===== src/rtl/seq_magnitude_comparator_if.sv =====
// seq_magnitude_comparator_if
//   Bundles the request/result signals of the sequential magnitude comparator.
//   master: requester (drives start, is_signed, a, b; observes results)
//   slave : comparator (observes the request; drives busy, done and the flags)
//   Signals:
//     start      request a compare (accepted only while busy=0)
//     is_signed  1 = two's-complement compare, 0 = unsigned
//     a, b       WIDTH-bit operands, sampled on the accepting edge
//     busy       compare in progress
//     done       one-cycle pulse, flags valid
//     a_lt_b / a_gt_b / a_eq_b  result flags (exactly one set after done)
interface seq_magnitude_comparator_if #(
    parameter int WIDTH = 16
);
    logic             start;
    logic             is_signed;
    logic [WIDTH-1:0] a;
    logic [WIDTH-1:0] b;
    logic             busy;
    logic             done;
    logic             a_lt_b;
    logic             a_gt_b;
    logic             a_eq_b;

    modport master (
        output start, is_signed, a, b,
        input  busy, done, a_lt_b, a_gt_b, a_eq_b
    );

    modport slave (
        input  start, is_signed, a, b,
        output busy, done, a_lt_b, a_gt_b, a_eq_b
    );
endinterface


===== src/rtl/seq_magnitude_comparator.sv =====
// seq_magnitude_comparator
//   Multi-cycle magnitude comparator. Operands are compared MSB-first, DIGIT
//   bits per clock, under a start/busy/done handshake. Signed mode flips the
//   sign bit of both latched operands (offset binary) so a single unsigned
//   digit walk serves both modes.
//
//   Build option: SEQ_CMP_EARLY_EXIT_EN
//     defined   - finish on the first differing digit (data-dependent latency)
//     undefined - always walk all N digits, constant latency of N cycles;
//                 only the most-significant difference decides the result
//
//   Ports:
//     clk  clock, rising edge
//     rst  asynchronous active-high reset (aborts any compare, no done pulse)
//     bus  seq_magnitude_comparator_if.slave request/result bundle
module seq_magnitude_comparator #(
    parameter int WIDTH = 16,
    parameter int DIGIT = 4
) (
    input  logic                          clk,
    input  logic                          rst,
    seq_magnitude_comparator_if.slave     bus
);
    localparam int N    = WIDTH / DIGIT;
    localparam int IDXW = (N > 1) ? $clog2(N) : 1;
    localparam logic [IDXW-1:0] IDX_TOP = IDXW'(N - 1);

    localparam logic [0:0] S_IDLE = 1'b0;
    localparam logic [0:0] S_CMP  = 1'b1;

    generate
        if ((WIDTH % DIGIT) != 0 || WIDTH < 2) begin : g_bad_params
            $error("seq_magnitude_comparator: WIDTH must be >= 2 and a multiple of DIGIT");
        end
    endgenerate

    logic [0:0]                  state;
    logic [IDXW-1:0]             idx;
    logic [N-1:0][DIGIT-1:0]     a_q;
    logic [N-1:0][DIGIT-1:0]     b_q;
    logic                        busy_q;
    logic                        done_q;
    logic                        lt_q;
    logic                        gt_q;
    logic                        eq_q;

    // Current digit pair under comparison.
    logic [DIGIT-1:0] a_dig;
    logic [DIGIT-1:0] b_dig;
    logic             dig_ne;
    logic             dig_gt;

    assign a_dig  = a_q[idx];
    assign b_dig  = b_q[idx];
    assign dig_ne = (a_dig != b_dig);
    assign dig_gt = (a_dig >  b_dig);

    // Sign-bit flip turns two's complement into offset binary.
    logic [WIDTH-1:0] a_in;
    logic [WIDTH-1:0] b_in;
    assign a_in = {bus.a[WIDTH-1] ^ bus.is_signed, bus.a[WIDTH-2:0]};
    assign b_in = {bus.b[WIDTH-1] ^ bus.is_signed, bus.b[WIDTH-2:0]};

`ifndef SEQ_CMP_EARLY_EXIT_EN
    // First (most-significant) difference seen during the full walk.
    logic seen_q;
    logic seen_gt_q;
    logic fin_ne;
    logic fin_gt;
    assign fin_ne = seen_q | dig_ne;
    assign fin_gt = seen_q ? seen_gt_q : dig_gt;
`endif

    always_ff @(posedge clk or posedge rst) begin
        if (rst) begin
            state     <= S_IDLE;
            idx       <= '0;
            a_q       <= '0;
            b_q       <= '0;
            busy_q    <= 1'b0;
            done_q    <= 1'b0;
            lt_q      <= 1'b0;
            gt_q      <= 1'b0;
            eq_q      <= 1'b0;
`ifndef SEQ_CMP_EARLY_EXIT_EN
            seen_q    <= 1'b0;
            seen_gt_q <= 1'b0;
`endif
        end else begin
            done_q <= 1'b0;
            case (state)
                S_IDLE: begin
                    if (bus.start) begin
                        a_q    <= a_in;
                        b_q    <= b_in;
                        lt_q   <= 1'b0;
                        gt_q   <= 1'b0;
                        eq_q   <= 1'b0;
                        busy_q <= 1'b1;
                        idx    <= IDX_TOP;
                        state  <= S_CMP;
`ifndef SEQ_CMP_EARLY_EXIT_EN
                        seen_q    <= 1'b0;
                        seen_gt_q <= 1'b0;
`endif
                    end
                end
                S_CMP: begin
`ifdef SEQ_CMP_EARLY_EXIT_EN
                    if (dig_ne) begin
                        gt_q   <= dig_gt;
                        lt_q   <= ~dig_gt;
                        done_q <= 1'b1;
                        busy_q <= 1'b0;
                        state  <= S_IDLE;
                    end else if (idx == '0) begin
                        eq_q   <= 1'b1;
                        done_q <= 1'b1;
                        busy_q <= 1'b0;
                        state  <= S_IDLE;
                    end else begin
                        idx <= idx - 1'b1;
                    end
`else
                    if (!seen_q && dig_ne) begin
                        seen_q    <= 1'b1;
                        seen_gt_q <= dig_gt;
                    end
                    if (idx == '0) begin
                        gt_q   <= fin_ne & fin_gt;
                        lt_q   <= fin_ne & ~fin_gt;
                        eq_q   <= ~fin_ne;
                        done_q <= 1'b1;
                        busy_q <= 1'b0;
                        state  <= S_IDLE;
                    end else begin
                        idx <= idx - 1'b1;
                    end
`endif
                end
                default: state <= S_IDLE;
            endcase
        end
    end

    assign bus.busy   = busy_q;
    assign bus.done   = done_q;
    assign bus.a_lt_b = lt_q;
    assign bus.a_gt_b = gt_q;
    assign bus.a_eq_b = eq_q;
endmodule


===== src/flat_wrapper.sv =====
// flat-port wrapper written by rule: the top's interface ports become plain ports
module seq_magnitude_comparator_flat 
#(
    parameter int WIDTH = 16,
    parameter int DIGIT = 4
)
  (clk, rst, bus_start, bus_is_signed, bus_a, bus_b, bus_busy, bus_done, bus_a_lt_b, bus_a_gt_b, bus_a_eq_b);
  seq_magnitude_comparator_if #(.WIDTH(WIDTH)) bus_i ();
  input  logic clk;
  input  logic rst;
  input wire logic [$bits(bus_i.start)-1:0] bus_start;
  input wire logic [$bits(bus_i.is_signed)-1:0] bus_is_signed;
  input wire logic [$bits(bus_i.a)-1:0] bus_a;
  input wire logic [$bits(bus_i.b)-1:0] bus_b;
  output wire logic [$bits(bus_i.busy)-1:0] bus_busy;
  output wire logic [$bits(bus_i.done)-1:0] bus_done;
  output wire logic [$bits(bus_i.a_lt_b)-1:0] bus_a_lt_b;
  output wire logic [$bits(bus_i.a_gt_b)-1:0] bus_a_gt_b;
  output wire logic [$bits(bus_i.a_eq_b)-1:0] bus_a_eq_b;
  assign bus_i.start = bus_start;
  assign bus_i.is_signed = bus_is_signed;
  assign bus_i.a = bus_a;
  assign bus_i.b = bus_b;
  assign bus_busy = bus_i.busy;
  assign bus_done = bus_i.done;
  assign bus_a_lt_b = bus_i.a_lt_b;
  assign bus_a_gt_b = bus_i.a_gt_b;
  assign bus_a_eq_b = bus_i.a_eq_b;
  seq_magnitude_comparator #(.WIDTH(WIDTH), .DIGIT(DIGIT)) u_core (.clk(clk), .rst(rst), .bus(bus_i));
endmodule

===== config.mk =====
export PLATFORM = sky130hd
export DESIGN_NAME = seq_magnitude_comparator_flat
export DESIGN_NICKNAME = d
export VERILOG_FILES = /design/src/rtl/seq_magnitude_comparator_if.sv /design/src/rtl/seq_magnitude_comparator.sv /design/src/flat_wrapper.sv
export SDC_FILE = /design/constraint.sdc
export NUM_CORES = 1
export LEC_CHECK = 0
export ABC_AREA = 1
export CAP_MARGIN = 20
export CORE_ASPECT_RATIO = 0.8
export CORE_MARGIN = 2
export CORE_UTILIZATION = 25
export DETAILED_ROUTE_END_ITERATION = 10
export PLACE_DENSITY = 0.55
export SYNTH_ARGS = -nofsm -noshare
export SYNTH_HDL_FRONTEND = slang
export SYNTH_SLANG_ARGS = --single-unit
export TNS_END_PERCENT = 50

===== constraint.sdc =====
create_clock -name clk -period 3.9 [get_ports clk]
set_clock_uncertainty 0.2 [all_clocks]
set_input_delay 0.975 -clock clk [delete_from_list [all_inputs] [get_ports clk]]
set_output_delay 0.975 -clock clk [all_outputs]
set_load 0.05 [all_outputs]

======== After elaboration in Yosys (flattened, before gate mapping) ========
Index checks and enable logic that the tools add are counted.
word-level totals
  bits in registers ....................... 42
  input port bits ......................... 36
  output and inout bits ................... 5
  word-level logic and storage cells ...... 67
cells by class
  add/sub/neg operators ................... 1
  magnitude comparators ................... 2
  equal/unequal tests ..................... 5
  multiplexer cells ....................... 27
  bitwise logic cells ..................... 8
  reduce and logical (&&, ||, !) cells .... 7
operator list
  operator             count
  $bmux 4 s2           2
  $pmux 1 s2           7
  $mux 1               13
  $mux 4               2
  $ne 2x2->1 const B   4
  $reduce_and 2->1     4
  $gt 4x4->1           1
  $mux 2               2
  $ne 4x4->1           1
  $pmux 2 s2           1
  $lt 2x3->1 const B   1
  $not 1->1            3
  $and 1x1->1          2
  $logic_not 2->1      1
  $sub 2x1->2 const B  1
  $xor 1x1->1          2
  $logic_and 1x1->1    1
  $logic_not 1->1      1
  $or 1x1->1           1

======== Logic depth before layout (Yosys ltp) ========
  word-level depth ........................ 8
  depth in mapped cells ................... 15
  mapped depth without buffers ............ 14

======== Worst setup path before layout ========
No wires, ideal clock.
  path kind ............................... register -> register
  from .................................... register u_core.idx[0]
  to ...................................... register u_core.seen_gt_q
  setup time .............................. 0.122 ns
  arrival ................................. 1.568 ns
  data required time ...................... 3.578 ns
  path slack .............................. 2.009 ns
  stages on the path, launching flop included .. 12
  buffers on the path ..................... 2
  period minus slack after synthesis ...... 1.891 ns
  cell sequence ........................... dfrtp_1 buf_4 buf_6 o21ai_0 o22ai_1 ha_1 nand2_1 nor2_1 nor2_1 nand2_1 nor2_1 a21oi_1
between the ends
  cells in the longest elaborated chain, start to end .. 6
  elaborated cells between the ends (all ways) .. 11
  classes of those cells .................. 1 x order compare; 2 x eq/ne; 6 x mux; 2 x reduce/logical
RTL lines
  what                                                line                             source
  from (decl)                                         seq_magnitude_comparator.sv:38   logic [IDXW-1:0] idx;
  from (signal assigned)                              seq_magnitude_comparator.sv:137  idx <= idx - 1'b1;
  branches (longest 6 deep; another with $gt 4x4->1)  --
  to (signal assigned)                                seq_magnitude_comparator.sv:127  seen_gt_q <= dig_gt;
  to (decl)                                           seq_magnitude_comparator.sv:67   logic seen_gt_q;
Several ways; the timed one is not identified. The select of a mux whose other input is x is not followed.
A chain may end at the register's enable or synchronous reset.

======== Worst setup path after layout ========
  from .................................... register u_core.idx[0]
  to ...................................... register u_core.gt_q, in the netlist u_core.bus.a_gt_b
between the ends
  cells in the longest elaborated chain, start to end .. 7
  elaborated cells between the ends (all ways) .. 14
  classes of those cells .................. 1 x order compare; 2 x eq/ne; 7 x mux; 2 x bitwise; 2 x reduce/logical
RTL lines
  what                                      line                                                            source
  $bmux 4 s2, on equally long branches      seq_magnitude_comparator.sv:53, seq_magnitude_comparator.sv:54
  $mux 4, on equally long branches          seq_magnitude_comparator.sv:53, seq_magnitude_comparator.sv:54
  $gt 4x4->1 or $ne 4x4->1 (tied branches)  seq_magnitude_comparator.sv:56, seq_magnitude_comparator.sv:55
  $mux 1 or $or 1x1->1 (tied branches)      seq_magnitude_comparator.sv:71, seq_magnitude_comparator.sv:70
  $and 1x1->1                               seq_magnitude_comparator.sv:130                                 gt_q <= fin_ne & fin_gt;
  $mux 1                                    seq_magnitude_comparator.sv:129                                 if (idx == '0) begin
  $pmux 1 s2                                seq_magnitude_comparator.sv:91                                  case (state)
  to (signal assigned)                      seq_magnitude_comparator.sv:130
  to (decl)                                 seq_magnitude_comparator.sv:44                                  logic gt_q;
Several ways; a longest one is shown, not always the timed one. The select of a mux whose other input is x is not followed.

==> flow_summary.json <==
{
  "status": "finished clean",
  "rows": 29,
  "htree_levels": 2,
  "clock_power_share_pct": 16.8,
  "critPathMaxFanout": 20,
  "worst_hold_path.num_cells": 2,
  "io_buffers": 40,
  "slew_viol_final": 0,
  "crit_path_end_kind": "flop",
  "drcViolationCount": 0,
  "worstSkewPairLatency_ns": 0.29,
  "grt_max_degree": 43,
  "seqPwrFrac_pct": 38.6,
  "final.fill_count": 850,
  "rsz0062_at_grt": "no",
  "vdd.ir_drop.worst_v": 0.000225,
  "start_util_pct": 25.4,
  "grt_pass1_vias": 1676,
  "io_pins": 41,
  "ys_seq_area_share_pct": 53.0,
  "worst_setup_path_start_kind": "flop",
  "path_cells": "inv_1 > o21ai_0 > o22ai_1 > ha_1 > nand2_1 > nor2_1 > nor2_1 > nand2_1 > nand2_1 > nand2_1 > nand2_1",
  "worst_pin_slew_ns": 0.927,
  "max-cap-violations": 0,
  "fmax_mhz": 376,
  "drt_first_pass_iters": 4,
  "finalCriticalPeriod_ns": 2.66,
  "fin_nets": 324,
  "hold_viol_final": 0,
  "dpl.hpwl_mm": 3.06,
  "cts.clk_slew.worst_paths_ns": 0.08,
  "switchingPower_mw": 0.844,
  "min_period_over_period_pct": 68.1,
  "cts_root_buf": "clkbuf_8",
  "fp.dieArea_mm2": 0.00867,
  "place.gp.congestion": 0.774,
  "syn_area_mm2": 0.00198,
  "die_h_um": 83.7,
  "slowest_delay_ns": 0.72,
  "area_delta_synth_final_pct": 28.2,
  "cp.arrival_ns": 2.65,
  "cts_buffers": 5,
  "post_cts_buffers": 0,
  "ff2ff_path_depth": 11,
  "antenna_cells": 0,
  "crit_required_ns": 3.89,
  "numClockSinks": 42,
  "cts.hold.buffers_added": 0,
  "crit_top_cell": "nand2_1",
  "postSynthAreaPerCell_um2": 8.09,
  "crit_slowest_cell": "dfrtp_1",
  "core_mm2": 0.00780,
  "path_class": "reg2reg",
  "viasPerCell": 4.09,
  "wl_per_cell_um": 11.1,
  "grt_use_total_pct": 11.1,
  "p_leak_nw": 1.25,
  "drtIter0Drc": 110,
  "stdcell_count": 392,
  "fin_tns_setup_ns": 0,
  "fp.dieW_um": 104,
  "synth_cells": 245,
  "swShare_pct": 41.8,
  "internal_power_mw": 1.18,
  "post_cts_resized": 0,
  "antenna_found_initial": 0,
  "cts_tree": "done",
  "grt_pass1_wl_mm": 7.80,
  "ys_ff_latch": 42,
  "drt-total-wl_mm": 4.35,
  "place_inst": 384,
  "ant_nets": 0,
  "vias": 1604,
  "grt-ovfl-total": 0,
  "yosys_warnings": 0,
  "setup_violations": 0,
  "hold_path.class": "reg2reg",
  "synth_nets": 286,
  "combPwrFrac_pct": 44.6,
  "ys_types": 17,
  "cts.path.max_buffers": 2,
  "power_density_mw_per_mm2": 794,
  "drive_gt1_share_pct": 3.52,
  "slew_headroom_pct": 38.1
}
==> path summary, 6_finish.rpt <==
check,start,to,slack [ns]
worst max-delay path,u_core.idx[0],u_core.bus.a_gt_b,1.24
worst min-delay path,u_core.a_q[6],u_core.a_q[6],0.27
worst max register to register,u_core.idx[0],u_core.bus.a_gt_b,1.24
worst min register to register,u_core.a_q[6],u_core.a_q[6],0.27
max in group asynchronous,rst,u_core.a_q[14],2.22
min in group asynchronous,rst,u_core.state,0.91
==> cells by family (layout without fill, tap and decap cells) <==
kind of cell | Yosys count | after routing | share of synthesized area (%)
compound gates | 35 | 35 | 9.46
simple gates | 135 | 135 | 25.7
xor+xnor | 2 | 2 | 0.883
flops | 42 | 42 | 53.0
buf+inv | 26 | 65 | 7.76
fa+ha+maj | 5 | 5 | 3.15
==> layout by cell type, fill, tap and decap left out <==
cell	n
nand2_1	110
dfrtp_1	42
clkdlybuf4s50_1	40
nor2_1	23
o21ai_0	18
inv_1	14
a21oi_1	7
ha_1	5
clkbuf_8	5
o21ai_1	4
o22ai_1	4
xnor2_1	2
clkbuf_1	2
buf_4	2
nor2_2	1
inv_2	1
a22oi_1	1
a32o_1	1
nand3_1	1
bufinv_16	1
==> power groups by stage <==
stage	logic, mW	registers, mW	clock network, mW
floorplan	0.681	0.803	0
global placement	0.884	0.789	0
detailed placement	0.906	0.788	0
CTS	0.914	0.782	0.349
global route	1.07	0.812	0.370
finish	0.900	0.780	0.340
==> registers in the layout, summed over array words and instances (netlist names) <==
signal,count
u_core.a_q,16
u_core.bus.a_lt_b,1
u_core.b_q,16
u_core.idx,2
u_core.seen_gt_q,1
u_core.seen_q,1
u_core.bus.a_gt_b,1
u_core.bus.done,1
u_core.bus.busy,1
u_core.state,1
u_core.bus.a_eq_b,1
==> worst max-delay path, delay by kind of cell, from the launching register on <==
| family | cells | cell delay (ns) |
|---|---|---|
| flip-flops | 1 | 0.72 |
| adder cells (fa/ha/maj) | 1 | 0.32 |
| buffers and inverters | 1 | 0.40 |
| AND/OR/NAND/NOR | 7 | 0.54 |
| AO/OA/AOI/OAI | 2 | 0.38 |
==> routing by layer <==
metal | wire length (um) | vias to the layer above | global-route usage (%)
met4 | 48 | 0 | 2.95
met5 | 0 | - | 0
met2 | 1820 | 35 | 17.0
met1 | 2230 | 724 | 15.2
li1 | - | 838 | -
met3 | 245 | 7 | 3.59
==> cell usage after synthesis <==
library cell	number	area [um^2]
nand2_1	110	413
dfrtp_1	42	1050
nor2_1	23	86.3
o21ai_0	18	90.1
inv_1	14	52.6
a21oi_1	7	35.0
buf_4	7	52.6
ha_1	5	62.6
buf_6	4	45.0
o21ai_1	4	20.0
o22ai_1	4	25.0
xnor2_1	2	17.5
a22oi_1	1	7.51
a32o_1	1	10.0
inv_2	1	3.75
nand3_1	1	5.00
nor2_2	1	6.26
==> per-stage QoR <==
step	hold WS [ns]	power, mW	worst slack, ns	area [um^2]	util, %
2_1_floorplan	0.237	1.48	1.75	1980	-
3_3_place_gp	0.255	1.67	1.13	2440	31.2
3_5_place_dp	0.254	1.69	1.09	2440	31.2
4_1_cts	0.273	2.04	1.22	2540	32.6
5_1_grt	0.303	2.25	0.897	2540	32.6
6_report	0.270	2.02	1.24	2540	32.6
==> final cells by class <==
type	instances	area, um^2	area share (%)
Clock buffer	7	76.3	3.00
Sequential cell	42	1050	41.3
Multi-Input combinational cell	177	778	30.6
Clock inverter	1	30.0	1.18
Inverter	15	56.3	2.21
Tap cell	108	135	5.31
Timing Repair Buffer	42	415	16.3
(Power assumes the default switching activity.)
